**config.mk**
```make
export PLATFORM = sky130hd
export DESIGN_NAME = expr_pipe_eval
export DESIGN_NICKNAME = d
export VERILOG_FILES = /design/src/rtl/expr_pipe_eval.sv
export SDC_FILE = /design/constraint.sdc
export NUM_CORES = 1
export LEC_CHECK = 0
export ABC_AREA = 0
export CAP_MARGIN = 20
export CORE_UTILIZATION = 59
export CTS_CLUSTER_DIAMETER = 120
export DETAILED_ROUTE_END_ITERATION = 16
export PLACE_DENSITY = 0.82
export SLEW_MARGIN = 20
export SYNTH_ARGS = -nofsm -noshare
export SYNTH_HDL_FRONTEND = slang
export SYNTH_SLANG_ARGS = --single-unit
export TNS_END_PERCENT = 50
```
**constraint.sdc**
```tcl
create_clock -name clk -period 6.5 [get_ports clk]
set_input_delay 0.975 -clock clk [delete_from_list [all_inputs] [get_ports clk]]
set_output_delay 0.975 -clock clk [all_outputs]
set_load 0.01 [all_outputs]
```
**src/rtl/expr_pipe_eval.sv**
```systemverilog
// expr_pipe_eval: two-stage valid/ready expression evaluator.
// Stage 1 captures the operands extended to 2W, the effective signedness and
// the op; stage 2 holds the evaluated 2W-bit result. Every accepted result
// updates a rotate-XOR signature and a transfer counter.
// Ports:
//   clk, rst_n            clock, asynchronous active-low reset
//   in_valid, in_ready    operand handshake (in_ready is combinational)
//   a, b                  raw W-bit operands
//   a_signed, b_signed    per-operand signedness tags
//   op                    0 ADD,1 SUB,2 MUL,3 SHL,4 SHR,5 LT,6 EQ,7 RXOR
//   out_valid, out_ready  result handshake
//   y                     2W-bit result
//   clear_sig             synchronous clear of sig/count
//   sig, count            result signature and transfer count
module expr_pipe_eval #(
    parameter int unsigned W     = 6,
    parameter int unsigned CNT_W = 16
) (
    input  logic              clk,
    input  logic              rst_n,
    input  logic              in_valid,
    output logic              in_ready,
    input  logic [W-1:0]      a,
    input  logic [W-1:0]      b,
    input  logic              a_signed,
    input  logic              b_signed,
    input  logic [2:0]        op,
    output logic              out_valid,
    input  logic              out_ready,
    output logic [2*W-1:0]    y,
    input  logic              clear_sig,
    output logic [2*W-1:0]    sig,
    output logic [CNT_W-1:0]  count
);

    localparam int unsigned YW = 2 * W;

    localparam logic [2:0] OP_ADD  = 3'd0;
    localparam logic [2:0] OP_SUB  = 3'd1;
    localparam logic [2:0] OP_MUL  = 3'd2;
    localparam logic [2:0] OP_SHL  = 3'd3;
    localparam logic [2:0] OP_SHR  = 3'd4;
    localparam logic [2:0] OP_LT   = 3'd5;
    localparam logic [2:0] OP_EQ   = 3'd6;
    localparam logic [2:0] OP_RXOR = 3'd7;

    // Stage 1 state
    logic          s1_valid;
    logic [YW-1:0] s1_a;
    logic [YW-1:0] s1_b;
    logic          s1_s;
    logic [2:0]    s1_op;

    // Handshake control
    logic s2_load_c;
    logic s1_load_c;
    logic xfer_out_c;

    assign xfer_out_c = out_valid && out_ready;
    assign s2_load_c  = !out_valid || out_ready;
    assign s1_load_c  = !s1_valid || s2_load_c;
    assign in_ready   = s1_load_c;

    // Operand extension at the input
    logic          s_in_c;
    logic [YW-1:0] ea_c;
    logic [YW-1:0] eb_c;

    assign s_in_c = a_signed && b_signed;
    assign ea_c   = s_in_c ? {{W{a[W-1]}}, a} : {{W{1'b0}}, a};
    assign eb_c   = s_in_c ? {{W{b[W-1]}}, b} : {{W{1'b0}}, b};

    // Stage 1 register
    always_ff @(posedge clk or negedge rst_n) begin
        if (!rst_n) begin
            s1_valid <= 1'b0;
            s1_a     <= '0;
            s1_b     <= '0;
            s1_s     <= 1'b0;
            s1_op    <= '0;
        end else if (s1_load_c) begin
            s1_valid <= in_valid;
            if (in_valid) begin
                s1_a  <= ea_c;
                s1_b  <= eb_c;
                s1_s  <= s_in_c;
                s1_op <= op;
            end
        end
    end

    // Evaluation of the stage 1 bundle; shift amount is the raw low W bits of b
    logic [YW-1:0] res_c;
    logic [W-1:0]  amt_c;
    logic          big_c;
    logic          lt_c;

    always_comb begin
        res_c = '0;
        amt_c = s1_b[W-1:0];
        big_c = (32'(amt_c) >= YW);
        lt_c  = s1_s ? ($signed(s1_a) < $signed(s1_b)) : (s1_a < s1_b);
        case (s1_op)
            OP_ADD:  res_c = s1_a + s1_b;
            OP_SUB:  res_c = s1_a - s1_b;
            OP_MUL:  res_c = s1_a * s1_b;
            OP_SHL:  res_c = big_c ? '0 : (s1_a << amt_c);
            OP_SHR: begin
                if (big_c) begin
                    res_c = (s1_s && s1_a[YW-1]) ? '1 : '0;
                end else if (s1_s) begin
                    res_c = YW'($signed(s1_a) >>> amt_c);
                end else begin
                    res_c = s1_a >> amt_c;
                end
            end
            OP_LT:   res_c = YW'(lt_c);
            OP_EQ:   res_c = YW'(s1_a == s1_b);
            OP_RXOR: res_c = YW'(^{s1_a[W-1:0], s1_b[W-1:0]});
            default: res_c = '0;
        endcase
    end

    // Stage 2 register (output)
    always_ff @(posedge clk or negedge rst_n) begin
        if (!rst_n) begin
            out_valid <= 1'b0;
            y         <= '0;
        end else if (s2_load_c) begin
            out_valid <= s1_valid;
            if (s1_valid) begin
                y <= res_c;
            end
        end
    end

    // Signature and transfer counter; clear wins but still folds in a same-cycle transfer
    always_ff @(posedge clk or negedge rst_n) begin
        if (!rst_n) begin
            sig   <= '0;
            count <= '0;
        end else if (clear_sig) begin
            sig   <= xfer_out_c ? y : '0;
            count <= xfer_out_c ? CNT_W'(1) : '0;
        end else if (xfer_out_c) begin
            sig   <= {sig[YW-2:0], sig[YW-1]} ^ y;
            count <= count + CNT_W'(1);
        end
    end

endmodule

```
# Yosys cells after proc, flatten, opt, wreduce, memory -nomap -nowiden
# Cells that the tools add are included.
[classes] n_reduce_logical=12 mul=1 muxes=14 n_eq_ne=8 addsub=3 bitwise_logic=1 shift=3 order_cmp=3
[ops] operator="12-bit 2-to-1 mux" count=9
[ops] operator="12-bit case mux with 8 select lines" count=1
[ops] operator="16-bit 2-to-1 mux" count=2
[ops] operator="12-bit < comparator" count=2
[ops] operator="16-bit by 1-bit adder with 16-bit output (second input constant)" count=1
[ops] operator="12-bit adder" count=1
[ops] operator="12-bit equality test" count=1
[ops] operator="3-bit equality test (second input constant)" count=4
[ops] operator="12-bit by 12-bit multiplier with 12-bit output" count=1
[ops] operator="12-bit XOR reduction" count=1
[ops] operator="12-bit by 6-bit << shifter with 12-bit output" count=1
[ops] operator="12-bit by 6-bit >> shifter with 12-bit output" count=1
[ops] operator="12-bit by 6-bit >>> shifter with 12-bit output" count=1
[ops] operator="12-bit subtractor" count=1
[ops] operator="12-bit bitwise XOR" count=1
[ops] operator="3-bit by 2-bit equality test with 1-bit output (second input constant)" count=2
[ops] operator="6-bit by 4-bit greater-or-equal comparator with 1-bit output (second input constant)" count=1
[ops] operator="2-bit AND reduction" count=2
[ops] operator="3-bit by 1-bit equality test with 1-bit output (second input constant)" count=1
[ops] operator="1-bit logical AND" count=3
[ops] operator="3-bit zero test" count=1
[ops] operator="1-bit zero test" count=2
[ops] operator="1-bit logical OR" count=2
[ops] operator="1-bit 2-to-1 mux" count=2
[ops] operator="2-bit nonzero test" count=1
[totals] word_cells=54 inputBits=22 regBits=70

# Logic depth before layout (Yosys ltp)
[depth] depth_word=4 ltp_mapped=22 mapped_depth_nobuf=19

# Worst setup path before layout
# No wires, ideal clock.
[synth_timing] path_type="register -> register" startpoint="reg s1_a[10]" endpoint="reg y[11]" required_ns=6.377 path_buffers=2 slack_ns=1.547 stages_incl_launch_ff=20 t_arrival_ns=4.830 setup_ns=0.123 cell_sequence="dfrtp_1 buf_2 clkbuf_1 nand2_1 fa_1 inv_1 fa_1 inv_1 fa_1 inv_1 fa_1 inv_1 fa_1 xor2_1 xnor2_1 xnor2_1 xnor3_1 xnor2_1 a211oi_1 nor2_1"
[synth_between] elab_chain_cells=4 word_cells_on_any_way=10 classes_between="add/sub (2); mul (1); shift (3); mux (4)"
[synth_rtl] element="start: declaration" line_no="49" rtl="logic [YW-1:0] s1_a;"
[synth_rtl] element="start signal: assignment" line_no="77" rtl="s1_a <= '0;"
[synth_rtl] element="start signal: assignment" line_no="84" rtl="s1_a <= ea_c;"
[synth_rtl] element="parallel branches: the longest is 3 deep, another holds 12-bit by 12-bit multiplier with 12-bit output"
[synth_rtl] element="12-bit case mux with 8 select lines *" line_no="103" rtl="case (s1_op)"
[synth_rtl] element="end signal: assignment" line_no="132" rtl="y <= res_c;"
[synth_rtl] element="end: declaration" line_no="30" rtl="output logic [2*W-1:0] y,"
# Every way passes the cells marked *.
# A chain may end at the register's enable or synchronous reset.

# Worst setup path after layout
[layout_timing] startpoint="reg s1_b[4]" endpoint="reg y[11]"
[layout_between] elab_chain_cells=4 word_cells_on_any_way=11 classes_between="add/sub (2); mul (1); order compare (1); shift (3); mux (4)"
[layout_rtl] element="start: declaration" line_no="50" rtl="logic [YW-1:0] s1_b;"
[layout_rtl] element="start signal: assignment" line_no="78" rtl="s1_b <= '0;"
[layout_rtl] element="start signal: assignment" line_no="85" rtl="s1_b <= eb_c;"
[layout_rtl] element="parallel branches: the longest is 3 deep, another holds 12-bit by 12-bit multiplier with 12-bit output"
[layout_rtl] element="12-bit case mux with 8 select lines *" line_no="103"
# Marks and branches as above.

==> impl_metrics.json <==
{
  "post_drt_wl_per_cell_um": 20.1,
  "drive_gt1_share_pct": 7.34,
  "n_fill_cell": 900,
  "ctsHoldBuffers": 0,
  "yosysUniqueCellTypes": 74,
  "first_global_vias": 6042,
  "clk_path_buf_depth": 2,
  "cellLeakagePower_nw": 3.23,
  "core_area_um2": 10900,
  "cts_resized": 0,
  "grt_usage_pct": 35.7,
  "arrival_ps": 5380,
  "cp_max_fo": 16,
  "synth_seq_cells": 60,
  "fmax_mhz": 196,
  "hpwlAfterDp_mm": 15.3,
  "htreeDepth": 3,
  "seq_area_um2": 1500,
  "utilization_pct": 67.8,
  "area_growth_syn_to_layout_pct": 11.2,
  "holdPathEnd": "count[15]",
  "yosysWarnings": 0,
  "start_kind": "flop",
  "via_count": 6221,
  "critPathLaunch": "s1_b[4]",
  "ir_worst_vdd_uv": 226,
  "reg2reg_to": "y[11]",
  "grt_pass1_wl_mm": 31.5,
  "min-delay-start": "count[15]",
  "netlist_area_um2": 6640,
  "num_rows": 38,
  "synth_nets": 916,
  "grt_max_degree": 61,
  "skew_ps": 13.7,
  "maxSlewHeadroom_pct": 44.0,
  "reg2reg_from": "s1_b[4]",
  "r2r_slack_ps": 1390,
  "final_cell_area_um2": 7380,
  "rsz0062_at_grt": "false",
  "synth_cells": 809,
  "fp.dieH_um": 108,
  "die_w_um": 108,
  "cts_root_buf": "clkbuf_8",
  "drc_errors": 0,
  "final_max_slew_viol_count": 0,
  "hold_violations": 0,
  "synth_enable_flop_cells": 0,
  "cts_buffers": 9,
  "worstSetupPathType": "reg2reg",
  "cts_sinks": 60,
  "period_needed_ps": 5110,
  "overflow": 0,
  "worstPathRequired_ps": 6760,
  "power_density_nw_per_um2": 328,
  "port-buffer-count": 63,
  "rr_worst_depth": 17,
  "pin_count": 64,
  "clkSlewWorstSetupHoldPaths_ps": 80,
  "maxCapViolCount": 0,
  "multi_input_comb_area_um2": 4480,
  "nets": 947,
  "dieArea_um2": 11700,
  "async_flop_share_pct": 100,
  "antenna_found_initial": 0,
  "clock_latency_ps": 380,
  "synthFlopType": "dfrtp_1",
  "wl_mm": 19.8,
  "drt_iter0_drc": 674,
  "cts_tree": "done",
  "antenna_left": 0,
  "tightest_slew_ps": 838,
  "synth_seq_area_share_pct": 22.6,
  "holdPathStages": 2,
  "firstDrtPassIters": 5,
  "setup_tns_ps": 0,
  "postCtsSetupRepairBufs": 0,
  "dpl-instance-area_um2": 7210,
  "endpoint_kind": "flop",
  "run_status": "finished, final reports clean",
  "place.gp.congestion": 1.04,
  "placed_cells": 969,
  "fin_crit_sh_pct": 78.7,
  "layout.cells.non_filler": 985,
  "viasPerCell": 6.32,
  "initial_core_util_pct": 61.0,
  "num_antenna_cells": 0,
  "finalSetupViolCount": 0,
  "hp-class": "reg2reg",
  "syn_area_per_cell_um2": 8.20
}
## stage by stage
stage | power, W | hold WS, ps | setup WS [ps]
CTS | 0.00240 | 562 | 1430
floorplan | 0.00163 | 471 | 1550
global route | 0.00262 | 584 | 1180
global placement | 0.00201 | 490 | 1610
finish | 0.00242 | 559 | 1390
detailed placement | 0.00208 | 533 | 1440
## worst max-delay path, cell delays in order (launching register included)
cell	delay, ps
dfrtp_1	710
ha_1	320
inv_1	110
fa_1	550
inv_1	50
fa_1	450
ha_1	330
fa_1	540
inv_1	50
fa_1	540
inv_1	50
ha_1	360
a21oi_1	200
nand3_1	150
a31oi_1	220
xnor2_1	90
a211oi_1	220
nor2_1	60
## worst max-delay path by stage
stage	slack, ps	endpoint	cells past startpoint
CTS	1430	y[11]	18
finish	1390	y[11]	17
global placement	1610	y[11]	17
detailed placement	1440	y[11]	18
global route	1180	y[11]	18
floorplan	1550	y[11]	19
## sequential cells by signal, summed over array words and instances (netlist names), 3 cells and up
| signal | flops |
|---|---|
| count | 16 |
| s1_a | 7 |
| s1_b | 7 |
| s1_op | 3 |
| sig | 12 |
| y | 12 |
## cell usage after synthesis, types with 3 or more instances
| master | count | area share (%) |
|---|---|---|
| a211oi_1 | 4 | 0.45 |
| a21o_1 | 4 | 0.45 |
| a21oi_1 | 56 | 4.2 |
| a22o_1 | 5 | 0.66 |
| a22oi_1 | 4 | 0.45 |
| a31oi_1 | 6 | 0.57 |
| and2_1 | 14 | 1.3 |
| and3_1 | 5 | 0.47 |
| buf_2 | 19 | 1.4 |
| buf_4 | 4 | 0.45 |
| buf_6 | 5 | 0.85 |
| clkbuf_1 | 20 | 1.1 |
| dfrtp_1 | 60 | 23 |
| fa_1 | 38 | 11 |
| ha_1 | 47 | 8.9 |
| inv_1 | 95 | 5.4 |
| inv_2 | 3 | 0.17 |
| mux2_2 | 18 | 3.1 |
| mux2i_1 | 8 | 1.2 |
| nand2_1 | 82 | 4.6 |
| nand2b_1 | 9 | 0.85 |
| nand3_1 | 22 | 1.7 |
| nand4_1 | 12 | 1.1 |
| nor2_1 | 55 | 3.1 |
| nor2b_1 | 4 | 0.38 |
| nor3_1 | 23 | 1.7 |
| nor4_1 | 3 | 0.28 |
| o2111ai_1 | 4 | 0.53 |
| o211ai_1 | 6 | 0.68 |
| o21a_1 | 5 | 0.57 |
| o21ai_0 | 48 | 3.6 |
| o21ai_1 | 4 | 0.30 |
| o221ai_1 | 4 | 0.53 |
| o22ai_1 | 19 | 1.8 |
| or3_1 | 3 | 0.28 |
| xnor2_1 | 29 | 3.8 |
| xor2_1 | 18 | 2.4 |
## logic make-up (layout without fill, tap and decap cells)
kind of cell	count (synthesis)	count (layout)	share of synthesized area, %
flip-flops	60	60	22.6
AND/OR/NAND/NOR	248	248	18.1
XOR/XNOR	48	48	6.54
buffers and inverters	150	186	9.90
multiplexers	27	27	4.49
adder cells (fa/ha/maj)	85	85	20.3
AO/OA/AOI/OAI	191	191	18.1
## layout make-up
class | instances | area share, %
multi-input cells | 599 | 60.7
inverters | 100 | 5.10
flip-flops and latches | 60 | 20.3
clock buffers | 9 | 1.68
repair buffers | 70 | 9.12
well taps | 140 | 2.37
clock inverters | 7 | 0.695
## layer usage
layer | vias to the layer above | track usage, % | wire, µm
li1 | 2816 | - | -
met5 | - | 0 | 0
met4 | 0 | 16.6 | 853
met2 | 358 | 57.6 | 9180
met3 | 67 | 8.62 | 1690
met1 | 2980 | 45.0 | 8050
## report_power, final
part           internal (W)  switching, W  total (W)
clock              0.000139      0.000172   0.000311
combinational      0.000670      0.000875    0.00155
sequential         0.000444      0.000123   0.000567
## layout by cell type (no fill, tap or decap), types with 23 or more instances in the layout
| cell | synthesis | final |
|---|---|---|
| inv_1 | 95 | 95 |
| nand2_1 | 82 | 81 |
| clkdlybuf4s50_1 | 0 | 61 |
| dfrtp_1 | 60 | 60 |
| a21oi_1 | 56 | 56 |
| nor2_1 | 55 | 55 |
| o21ai_0 | 48 | 48 |
| ha_1 | 47 | 47 |
| fa_1 | 38 | 38 |
| xnor2_1 | 29 | 29 |
| nor3_1 | 23 | 23 |
No activity file was read; power rests on OpenSTA's default activity.
